[config.mk]
export PLATFORM = sky130hd
export DESIGN_NAME = pc_redirect_unit_flat
export DESIGN_NICKNAME = d
export VERILOG_FILES = /design/src/rtl/pc_redirect_unit_if.sv /design/src/rtl/pc_redirect_unit.sv /design/src/flat_wrapper.sv
export SDC_FILE = /design/constraint.sdc
export NUM_CORES = 1
export LEC_CHECK = 0
export BUFFER_PORTS_ARGS = -buffer_cell sky130_fd_sc_hd__buf_4
export CAP_MARGIN = 20
export CORE_ASPECT_RATIO = 0.8
export CORE_MARGIN = 2
export CORE_UTILIZATION = 25
export DETAILED_ROUTE_END_ITERATION = 6
export PLACE_DENSITY = 0.56
export SLEW_MARGIN = 0
export SYNTH_ARGS = -nofsm -noshare
export SYNTH_HDL_FRONTEND = slang
export SYNTH_SLANG_ARGS = --single-unit
[constraint.sdc]
create_clock -name clk -period 2.4 [get_ports clk]
set_input_delay 0.24 -clock clk [delete_from_list [all_inputs] [get_ports clk]]
set_output_delay 0.24 -clock clk [all_outputs]
set_load 0.01 [all_outputs]
[src/rtl/pc_redirect_unit_if.sv]
// rtl/pc_redirect_unit_if.sv - fetch redirect request/response bundle between ID stage and PC unit
interface pc_redirect_unit_if #(
  parameter int CNT_W = 16
);
  logic             Stall;
  logic             imem_ready;
  logic             Branch_Hazard;
  logic [31:0]      BranchTarget;
  logic             Jump;
  logic [31:0]      JumpTarget;
  logic             JumpReg;
  logic [31:0]      JrTarget;
  logic             Exception;
  logic [31:0]      PC;
  logic [31:0]      PC_plus4;
  logic             IFID_Flush;
  logic             fetch_valid;
  logic             redirect_pending;
  logic [CNT_W-1:0] taken_cnt;

  modport slave (
    input  Stall, imem_ready, Branch_Hazard, BranchTarget, Jump, JumpTarget,
           JumpReg, JrTarget, Exception,
    output PC, PC_plus4, IFID_Flush, fetch_valid, redirect_pending, taken_cnt
  );

  modport master (
    output Stall, imem_ready, Branch_Hazard, BranchTarget, Jump, JumpTarget,
           JumpReg, JrTarget, Exception,
    input  PC, PC_plus4, IFID_Flush, fetch_valid, redirect_pending, taken_cnt
  );
endinterface

[src/rtl/pc_redirect_unit.sv]
// rtl/pc_redirect_unit.sv - fetch PC register with prioritized redirect and one-deep pending redirect buffer
module pc_redirect_unit #(
  parameter logic [31:0] PC_RESET   = 32'h0040_0000,
  parameter logic [31:0] EXC_VECTOR = 32'h8000_0080,
  parameter int          CNT_W      = 16
) (
  input  logic              clk,
  input  logic              reset,
  pc_redirect_unit_if.slave bus
);
  typedef enum logic {RUN, PEND} state_t;

  state_t           state_q, state_d;
  logic [31:0]      pc_q, pc_d;
  logic [31:0]      pend_q, pend_d;
  logic [CNT_W-1:0] cnt_q, cnt_d;

  logic [31:0] tgt;
  logic [31:0] pc_plus4;
  logic        redir;
  logic        br_sel;
  logic        flush;
  logic        fvalid;
  logic        pending;

  assign pc_plus4 = pc_q + 32'd4;

  // Exception > JumpReg > Jump > Branch_Hazard
  always_comb begin
    tgt = bus.BranchTarget;
    if (bus.Exception)    tgt = EXC_VECTOR;
    else if (bus.JumpReg) tgt = bus.JrTarget;
    else if (bus.Jump)    tgt = bus.JumpTarget;
  end

  assign br_sel = bus.Branch_Hazard & ~bus.Exception & ~bus.JumpReg & ~bus.Jump;
  assign redir  = bus.Exception |
                  (~bus.Stall & (bus.JumpReg | bus.Jump | bus.Branch_Hazard));

  always_comb begin
    state_d = state_q;
    pc_d    = pc_q;
    pend_d  = pend_q;
    cnt_d   = cnt_q;
    flush   = 1'b0;
    fvalid  = 1'b0;
    pending = 1'b0;
    case (state_q)
      RUN: begin
        flush  = redir;
        fvalid = bus.imem_ready & ~redir;
        if (redir) begin
          if (br_sel && cnt_q != {CNT_W{1'b1}}) cnt_d = cnt_q + 1'b1;
          if (bus.imem_ready) begin
            pc_d = tgt;
          end else begin
            pend_d  = tgt;
            state_d = PEND;
          end
        end else if (!bus.Stall && bus.imem_ready) begin
          pc_d = pc_plus4;
        end
      end
      PEND: begin
        // ID holds a bubble here, so only an exception can replace the buffered target
        flush   = 1'b1;
        pending = 1'b1;
        if (bus.imem_ready) begin
          pc_d    = bus.Exception ? EXC_VECTOR : pend_q;
          state_d = RUN;
        end else if (bus.Exception) begin
          pend_d = EXC_VECTOR;
        end
      end
      default: state_d = RUN;
    endcase
  end

  always_ff @(posedge clk or negedge reset) begin
    if (!reset) begin
      state_q <= RUN;
      pc_q    <= PC_RESET;
      pend_q  <= 32'd0;
      cnt_q   <= '0;
    end else begin
      state_q <= state_d;
      pc_q    <= pc_d;
      pend_q  <= pend_d;
      cnt_q   <= cnt_d;
    end
  end

  assign bus.PC               = pc_q;
  assign bus.PC_plus4         = pc_plus4;
  assign bus.IFID_Flush       = flush;
  assign bus.fetch_valid      = fvalid;
  assign bus.redirect_pending = pending;
  assign bus.taken_cnt        = cnt_q;
endmodule

[src/flat_wrapper.sv]
// flat-port wrapper written by rule: the top's interface ports become plain ports
module pc_redirect_unit_flat 
#(
  parameter logic [31:0] PC_RESET   = 32'h0040_0000,
  parameter logic [31:0] EXC_VECTOR = 32'h8000_0080,
  parameter int          CNT_W      = 16
)
  (clk, reset, bus_Stall, bus_imem_ready, bus_Branch_Hazard, bus_BranchTarget, bus_Jump, bus_JumpTarget, bus_JumpReg, bus_JrTarget, bus_Exception, bus_PC, bus_PC_plus4, bus_IFID_Flush, bus_fetch_valid, bus_redirect_pending, bus_taken_cnt);
  pc_redirect_unit_if #(.CNT_W(CNT_W)) bus_i ();
  input  logic clk;
  input  logic reset;
  input wire logic [$bits(bus_i.Stall)-1:0] bus_Stall;
  input wire logic [$bits(bus_i.imem_ready)-1:0] bus_imem_ready;
  input wire logic [$bits(bus_i.Branch_Hazard)-1:0] bus_Branch_Hazard;
  input wire logic [$bits(bus_i.BranchTarget)-1:0] bus_BranchTarget;
  input wire logic [$bits(bus_i.Jump)-1:0] bus_Jump;
  input wire logic [$bits(bus_i.JumpTarget)-1:0] bus_JumpTarget;
  input wire logic [$bits(bus_i.JumpReg)-1:0] bus_JumpReg;
  input wire logic [$bits(bus_i.JrTarget)-1:0] bus_JrTarget;
  input wire logic [$bits(bus_i.Exception)-1:0] bus_Exception;
  output wire logic [$bits(bus_i.PC)-1:0] bus_PC;
  output wire logic [$bits(bus_i.PC_plus4)-1:0] bus_PC_plus4;
  output wire logic [$bits(bus_i.IFID_Flush)-1:0] bus_IFID_Flush;
  output wire logic [$bits(bus_i.fetch_valid)-1:0] bus_fetch_valid;
  output wire logic [$bits(bus_i.redirect_pending)-1:0] bus_redirect_pending;
  output wire logic [$bits(bus_i.taken_cnt)-1:0] bus_taken_cnt;
  assign bus_i.Stall = bus_Stall;
  assign bus_i.imem_ready = bus_imem_ready;
  assign bus_i.Branch_Hazard = bus_Branch_Hazard;
  assign bus_i.BranchTarget = bus_BranchTarget;
  assign bus_i.Jump = bus_Jump;
  assign bus_i.JumpTarget = bus_JumpTarget;
  assign bus_i.JumpReg = bus_JumpReg;
  assign bus_i.JrTarget = bus_JrTarget;
  assign bus_i.Exception = bus_Exception;
  assign bus_PC = bus_i.PC;
  assign bus_PC_plus4 = bus_i.PC_plus4;
  assign bus_IFID_Flush = bus_i.IFID_Flush;
  assign bus_fetch_valid = bus_i.fetch_valid;
  assign bus_redirect_pending = bus_i.redirect_pending;
  assign bus_taken_cnt = bus_i.taken_cnt;
  pc_redirect_unit #(.PC_RESET(PC_RESET), .EXC_VECTOR(EXC_VECTOR), .CNT_W(CNT_W)) u_core (.clk(clk), .reset(reset), .bus(bus_i));
endmodule
======== Word-level counts from Yosys, hierarchy flattened ========
Cells that the tools add are included.
cells by class
  $add $sub $neg .......................... 2
  equal/unequal tests ..................... 7
  muxes and demuxes ....................... 19
  bitwise logic cells ..................... 14
  reduce and logical (&&, ||, !) cells .... 6
operators with widths
  cell                                                   number
  two-way mux 32 bit                                     11
  case mux 32 bit (2 select lines)                       2
  adder 32 x 3 -> 32 bit, second input constant          1
  adder 16 x 1 -> 16 bit, second input constant          1
  inequality test 16 bit, second input constant          1
  AND reduction 3 bit                                    3
  inequality test 2 bit, second input constant           3
  inverter 1 bit                                         6
  bitwise AND 1 bit                                      5
  two-way mux 1 bit                                      4
  case mux 1 bit (2 select lines)                        2
  inequality test 3 x 1 -> 1 bit, second input constant  1
  inequality test 3 bit, second input constant           1
  OR 1 bit                                               3
  logical AND 1 bit                                      2
  inequality test 2 x 1 -> 1 bit, second input constant  1
  zero test 1 bit                                        1
storage, ports and cells
  bits in registers ....................... 81
  output and inout bits ................... 83

======== Logic depth before layout (Yosys ltp) ========
Gate-level depths: netlist (run 1).
  word-level depth ........................ 7
  gate-level depth with buffers ........... 8
  depth with buffers taken out ............ 7

======== Worst setup path before layout (run 1) ========
OpenSTA, ideal clock, no wires.
  path type ............................... reg2out
  start point ............................. register u_core.pc_q[2] (netlist: u_core.bus.PC[2])
  end point ............................... output port bus_PC_plus4[26]
  arrival time ............................ 1,802 ps
  required time ........................... 2,160 ps
  path slack .............................. 358 ps
  cell stages (with the launch flop) ...... 7
  buffers on the path ..................... 1
  cells stage by stage .................... dfrtp_1 -> ha_1 -> nand4_1 -> or3_1 -> buf_2 -> nor3_2 -> xnor2_1
between the ends
  longest elaborated chain between the ends .. 1
RTL lines
  what                    RTL line                RTL
  from (decl)             pc_redirect_unit.sv:14  logic [31:0] pc_q, pc_d;
  from (signal assigned)  pc_redirect_unit.sv:87  pc_q <= pc_d;
  adder 32 x 3 -> 32 bit  pc_redirect_unit.sv:26  assign pc_plus4 = pc_q + 32'd4;
  to (decl)               flat_wrapper.sv:22      output wire logic [$bits(bus_i.PC_plus4)-1:0] bus_PC_plus4;
No other way between the ends.

======== Worst setup path in the final report (run 1) ========
  start point ............................. register u_core.pc_q[2] (netlist: u_core.bus.PC[2])
  end point ............................... output port bus_PC_plus4[12]
The elaborated chain is that of the path after synthesis.

==> reports/results.ini, run 1 <==
[global_routing]
grtUsageTotal_pct=18.56
grt_max_degree=64
antenna_found_initial=0
grt_pass1_wl_um=32260
grt-ovfl-total=0
grt_pass1_vias=5404

[drt]
postRouteWirelength_um=21330
wl_per_cell_um=19.20
viasPerCell=5.125
first_iter_violations=566
vias=5694
remaining_drc_errors=0
drt-pass1-iter-count=7
ant_nets=0

[critical_path]
arrival_ns=2.16
crit_type=reg2out
required_ns=2.16
end_kind=output port
r2r-start=u_core.state_q
r2r_setup_slack_ns=0.26
timing.rr.end=u_core.bus.PC[16]
worstPathMaxFanout=4
start_kind=flip-flop
rr_worst_depth=5

[floorplanning]
die_w_um=169.1
initial_core_util_pct=25.37
io_pins=187
dieArea_um2=23020
die_h_um=136.1
placementRows=48
core_um2=21500

[synthesis]
yosysWarnings=0
yosysTopAreaCellShare_pct=36.71
syn_nets=716
synth_commonest_cells=80 x dfrtp_1, 69 x nand2_1, 49 x o21ai_0, 31 x mux2i_1, 31 x nor2_1
synthTopCellsByArea=dfrtp_1 37%, mux2i_1 5.7%, xnor2_1 4.8%, nand2_1 4.7%, o21ai_0 4.5%
netlist_area_um2=5454
yosysSeqAreaShare_pct=37.19
synth_edf_count=0
synth_seq_cells=81
synth_top_area_cell=dfrtp_1
syn_area_per_cell_um2=8.941
synth_ff_type=dfrtp_1
synthCells=610
yosysMostFrequentCell=dfrtp_1
synth.distinct_cells=68
synthArstFlopShare_pct=100.0

[clocking]
h-tree-depth=3
clock-root-buffer=clkbuf_16
clk_pin_slew_ns=0.07
cts.path.max_buffers=2
cts_tree=done
insertion_delay_ns=0.36
numCtsBuffers=9
clock_sinks=81

[sta]
report.final.slew_viol_count=0
finalClockSkew_ns=0.01132
rsz0062_at_grt=yes
tightest_slew_ns=0.7680
finalCritPeriodShare_pct=99.86
slew_headroom_pct=48.26
period_needed_ns=2.397
max_freq_mhz=417.2
hold_viol=0
setup_viol=0

[power]
p_total_mw=4.626
p_sw_mw=1.497
p_leak_nw=3.756
p_seq_share_pct=36.4
ir_worst_vdd_mv=0.3500
combPwrFrac_pct=30.2
swShare_pct=32.36
intPower_mw=3.129
pwr-share-clk_pct=33.4
cellPowerDensity_nw_per_um2=581.4

[finish]
stdcell_count=1111
antenna_cells=0
area_delta_synth_final_pct=45.88
nets=937
n_fill_cell=2235
drive_gt1_share_pct=38.16

[run_status]
outcome=finished clean

[hold_path]
hp-class=in2reg
holdPathStages=2
holdPathEnd=u_core.pend_q[6]
hold_start=bus_Exception

[job]
drv_cap=0

[placement]
place.gp.congestion=0.8766
port_buffers=186
place_inst=1084
dp_hpwl_um=16650

-- stage by stage --
stage	setup slack, ns	hold slack [ns]	utilization, %	TNS [ns]	cell area (um^2)
4_1_cts	0.006717	0.2018	36.53	0	7855
2_1_floorplan	0.3584	-0.05559	-	0	5454
5_1_grt	-0.1231	0.2071	37.01	-0.7989	7956
6_report	0.003253	0.2100	37.01	0	7956
3_3_place_gp	0.2804	0.1411	34.57	0	7433
3_5_place_dp	0.2256	0.1383	34.57	0	7433
-- cell families (layout without fill, tap and decap cells) --
family                     Yosys count  after routing  share of synthesized area [%]
xor gates and xnor gates            42             42                          6.745
muxes                               40             40                          7.548
adders and majority gates            2              2                         0.4587
and+or+nand+nor                    198            198                          19.78
DFF                                 81             81                          37.19
buffers and inverters               62            288                          5.024
AOI/OAI and AO/OA                  185            185                          23.26
-- power groups by stage --
stage	combinational [mW]	clock, mW	sequential, mW
6_report	1.40	1.54	1.69
5_1_grt	1.52	1.63	1.71
4_1_cts	1.39	1.57	1.68
3_5_place_dp	1.36	0	1.71
3_3_place_gp	1.35	0	1.71
2_1_floorplan	0.601	0	1.72
-- final cells by class --
class | count | area, um^2 | share of cell area, %
Sequential cell | 81 | 2036 | 25.59
Clock buffer | 9 | 225.2 | 2.831
Timing Repair Buffer | 252 | 1923 | 24.17
Multi-Input combinational cell | 467 | 3252 | 40.87
Tap cell | 275 | 344.1 | 4.325
Inverter | 20 | 75.07 | 0.9435
Clock inverter | 7 | 101.3 | 1.274
-- metal layers --
| metal | wire length, um | part of all wire (%) | track usage (%) | vias up |
|---|---|---|---|---|
| li1 | - | - | - | 2691 |
| met1 | 10480 | 49 | 28.28 | 2716 |
| met2 | 8792 | 41 | 25.83 | 269 |
| met3 | 1790 | 8.4 | 4.338 | 18 |
| met4 | 267 | 1.3 | 4.986 | 0 |
| met5 | 0 | 0 | 0 | - |
-- state kept, by name, indices dropped and copies added (netlist names) --
signal                count
u_core.bus.PC            32
u_core.bus.taken_cnt     16
u_core.pend_q            32
u_core.state_q            1
-- placed cells by master (no fill, tap or decap), types with 16 or more instances in the layout --
master | Yosys | routed
o21ai_0 | 49 | 49
nand3_1 | 22 | 20
mux2i_1 | 31 | 31
a21oi_1 | 29 | 29
buf_4 | 3 | 248
xnor2_1 | 30 | 27
nand2_1 | 69 | 68
nor2_1 | 31 | 30
inv_1 | 16 | 16
dfrtp_1 | 80 | 74
-- worst max path at each step --
stage                           startpoint                to  slack, ns  cells after the start
after CTS                 u_core.bus.PC[2]  bus_PC_plus4[28]      0.007                      8
after floorplan           u_core.bus.PC[2]  bus_PC_plus4[26]       0.36                      6
after detailed placement  u_core.bus.PC[3]  bus_PC_plus4[26]       0.23                      6
after global placement    u_core.bus.PC[5]  bus_PC_plus4[23]       0.28                      5
final                     u_core.bus.PC[2]  bus_PC_plus4[12]      0.003                      7
after global routing      u_core.bus.PC[2]  bus_PC_plus4[28]      -0.12                      8
-- worst max-delay path, cell delays in order, from the launching register on --
cell and delay [ns]:
dfrtp_1 0.42, ha_2 0.20, nand4_1 0.19, buf_4 0.23
nor2_1 0.21, and3_1 0.26, xor2_1 0.15, buf_4 0.13
-- timing repair --
item,CTS,global route
pin swaps,7,5
setup buffers,6,4
endpoints found under the hold margin,18,0
gates resized for setup,12,13
setup endpoints to repair,10,12
hold buffers,1,0
(Power assumes the default switching activity.)
==> inputs of run 2 (changes only) <==
--- a/config.mk
+++ b/config.mk
@@ -11,7 +11,7 @@
 export CORE_MARGIN = 2
 export CORE_UTILIZATION = 25
 export DETAILED_ROUTE_END_ITERATION = 6
-export PLACE_DENSITY = 0.56
+export PLACE_DENSITY = 0.57
 export SLEW_MARGIN = 0
 export SYNTH_ARGS = -nofsm -noshare
 export SYNTH_HDL_FRONTEND = slang
==> constraint.sdc (replaced) <==
create_clock -name clk -period 2.1 [get_ports clk]
set_input_delay 0.21 -clock clk [delete_from_list [all_inputs] [get_ports clk]]
set_output_delay 0.21 -clock clk [all_outputs]
set_load 0.01 [all_outputs]
==> run 2 against run 1 <==
The run now ends with negative setup slack left. Non-clock buffer count increased by 35. Critical endpoint is now bus_PC_plus4[23]. Sequential power increased by 12%. Combinational power increased by 23%. Total power increased by 10%. First-iteration DRC count decreased by 16%.
==> reports/results.ini, run 2 (synthesis results as in run 1) <==
[finish]
area_delta_synth_final_pct=52.76  ; was 45.88%
final_cell_mix=274 x buf_4, 80 x dfrtp_1, 67 x nand2_1  ; was 248 x buf_4, 74 x dfrtp_1, 68 x nand2_1
drive_gt1_share_pct=41.45  ; was 38.16%
antenna_cells=0  ; unchanged
multiInputGateArea_um2=3348  ; was 3252 um^2
nets=972  ; was 937
seq_area_um2=2028  ; was 2036 um^2
n_fill_cell=2205  ; was 2,235
stdcell_count=1146  ; was 1,111
layout_commonest_cell=buf_4  ; unchanged

[critical_path]
rr_worst_depth=8  ; was 5
end_kind=output port  ; unchanged
required_ns=1.89  ; was 2.16 ns
critical_path.top_delay_family=simple AND/OR/NAND/NOR gates  ; unchanged
r2r_setup_slack_ns=0.09  ; was 0.26 ns
timing.rr.end=u_core.bus.PC[31]  ; was u_core.bus.PC[16]
start_kind=flip-flop  ; unchanged
slowest_stage=or4_4  ; was dfrtp_1
cp.depth=6  ; was 7
worstPathMaxFanout=5  ; was 4
crit_chain=buf_4 > nand4_4 > or4_4 > nor3_4 > xnor2_2 > buf_4  ; was ha_2 > nand4_1 > buf_4 > nor2_1 > and3_1 > xor2_1 > buf_4
max_stage_delay_ns=0.63  ; was 0.42 ns
crit_type=reg2out  ; unchanged
crit_path_frequent_cell=buf_4  ; unchanged
r2r-start=u_core.bus.PC[3]  ; was u_core.state_q
arrival_ns=2.13  ; was 2.16 ns
cp.buffers_inverters=2  ; unchanged

[global_routing]
grt_pass1_vias=5443  ; was 5,404
grt_pass1_wl_um=32240  ; was 32,260 um
antenna_found_initial=0  ; unchanged
grtUsageTotal_pct=18.48  ; was 18.56%
grt-ovfl-total=0  ; unchanged
grt_max_degree=40  ; was 64

[drt]
vias=5783  ; was 5,694
ant_nets=0  ; unchanged
postRouteWirelength_um=21240  ; was 21,330 um
drt-pass1-iter-count=7  ; unchanged
wl_per_cell_um=18.53  ; was 19.20 um
first_iter_violations=475  ; was 566
remaining_drc_errors=0  ; unchanged
viasPerCell=5.046  ; was 5.125

[sta]
tightest_slew_ns=0.7169  ; was 0.7680 ns
fin_ws_ns=-0.2356  ; was 0.003253 ns
rsz0062_at_grt=yes  ; unchanged
period_needed_ns=2.336
setup_viol=15  ; was 0
tns_ns=-2.023  ; was 0 ns
report.final.slew_viol_count=0  ; unchanged
max_freq_mhz=428.2
finalCritPeriodShare_pct=111.2
slew_headroom_pct=52.03  ; was 48.26%
finalClockSkew_ns=0.004479  ; was 0.01132 ns
hold_viol=0  ; unchanged

[power]
ir_worst_vdd_mv=0.3713  ; was 0.3500 mV
p_total_mw=5.089  ; was 4.626 mW
p_leak_nw=3.987  ; was 3.756 nW
cellPowerDensity_nw_per_um2=610.8  ; was 581.4 nW/um^2

[floorplanning]
io_pins=187  ; unchanged
core_um2=21500  ; unchanged
placementRows=48  ; unchanged
dieArea_um2=23020  ; unchanged
initial_core_util_pct=25.37  ; unchanged
die_h_um=136.1  ; unchanged
die_w_um=169.1  ; unchanged

[placement]
dp_hpwl_um=16580  ; was 16,650 um
dp_slack_ns=0.06402  ; was 0.2256 ns
place.gp.congestion=0.8754  ; was 0.8766
place_inst=1106  ; was 1,084
port_buffers=186  ; unchanged

[clocking]
cts.path.max_buffers=2  ; unchanged
clock-root-buffer=clkbuf_16  ; unchanged
cts_tree=done  ; unchanged
clk_pin_slew_ns=0.06  ; was 0.07 ns
numCtsBuffers=9  ; unchanged
clock_sinks=81  ; unchanged
h-tree-depth=3  ; unchanged
insertion_delay_ns=0.34  ; was 0.36 ns

[run_status]
outcome=finished with violations  ; was finished clean
violations=negative setup slack

[hold_path]
holdPathStages=2  ; unchanged
hold_start=bus_imem_ready  ; was bus_Exception
hp-class=in2reg  ; unchanged
holdPathEnd=u_core.bus.PC[0]  ; was u_core.pend_q[6]

[job]
drv_cap=0  ; unchanged

[run 2: cell types whose count changed in the layout (fill, tap and decap cells not counted), moves of 4 or more]
| cell | change |
|---|---|
| buf_6 | +4 |
| buf_4 | +26 |
| xnor2_2 | +5 |
| buf_12 | +5 |
| dfrtp_1 | +6 |
| xnor2_1 | -5 |
| dfrtp_2 | -6 |
[run 2: worst reg2reg max path: cells and delay by family, from the launching register on]
| family | cells | cell delay [ns] |
|---|---|---|
| compound gates | 1 | 0.18 |
| buf+inv | 3 | 0.48 |
| flops | 1 | 0.38 |
| mux | 1 | 0.32 |
| simple gates | 3 | 0.57 |
[run 2: where the power goes]
part           total (mW)  internal [mW]  leakage, nW  switching [mW]
clock network        1.48          0.799        0.131           0.681
logic                1.72          0.851         2.81           0.865
registers            1.89           1.74         1.04           0.152
[run 2: cell type report]
type	instances	area share (%)
well taps	275	4.130
inverters	20	0.9010
clock buffers	9	2.703
clock inverters	7	0.5707
repair buffers	287	27.17
flip-flops and latches	81	24.34
multi-input cells	467	40.19
[run 2: worst max path at each step]
stage | endpoint | startpoint | slack [ns]
4_1_cts | bus_PC_plus4[28] | u_core.bus.PC[3] | -0.20
2_1_floorplan | u_core.bus.PC[16] | u_core.bus.PC[2] | 0.08
6_report | bus_PC_plus4[23] | u_core.bus.PC[3] | -0.24
3_3_place_gp | bus_PC_plus4[26] | u_core.bus.PC[2] | 0.09
3_5_place_dp | bus_PC_plus4[26] | u_core.bus.PC[3] | 0.06
5_1_grt | bus_PC_plus4[28] | u_core.bus.PC[3] | -0.34
[run 2: through the flow]
stage,util [%],hold WS (ns),area [um^2]
detailed placement,35.63,0.2318,7661
floorplan,-,-0.08559,5454
global placement,35.63,0.2347,7661
CTS,38.13,0.1775,8199
finish,38.75,0.1961,8332
global route,38.75,0.1950,8332
[run 2: what timing repair did]
action / CTS / global route
setup endpoints to repair: 17 / 26
endpoints found under the hold margin: 36 / 0
buffers inserted: 17 / 6
hold buffers: 1 / 0
pin swaps: 14 / 15
resized for setup: 23 / 17
[run 2: layer usage]
| metal | up-vias | share of wire, % | global-route usage, % |
|---|---|---|---|
| met5 | - | 0 | 0 |
| met4 | 0 | 0.78 | 3.846 |
| met1 | 2756 | 49 | 28.06 |
| met3 | 11 | 8.4 | 4.512 |
| met2 | 250 | 42 | 26.24 |
| li1 | 2766 | - | - |
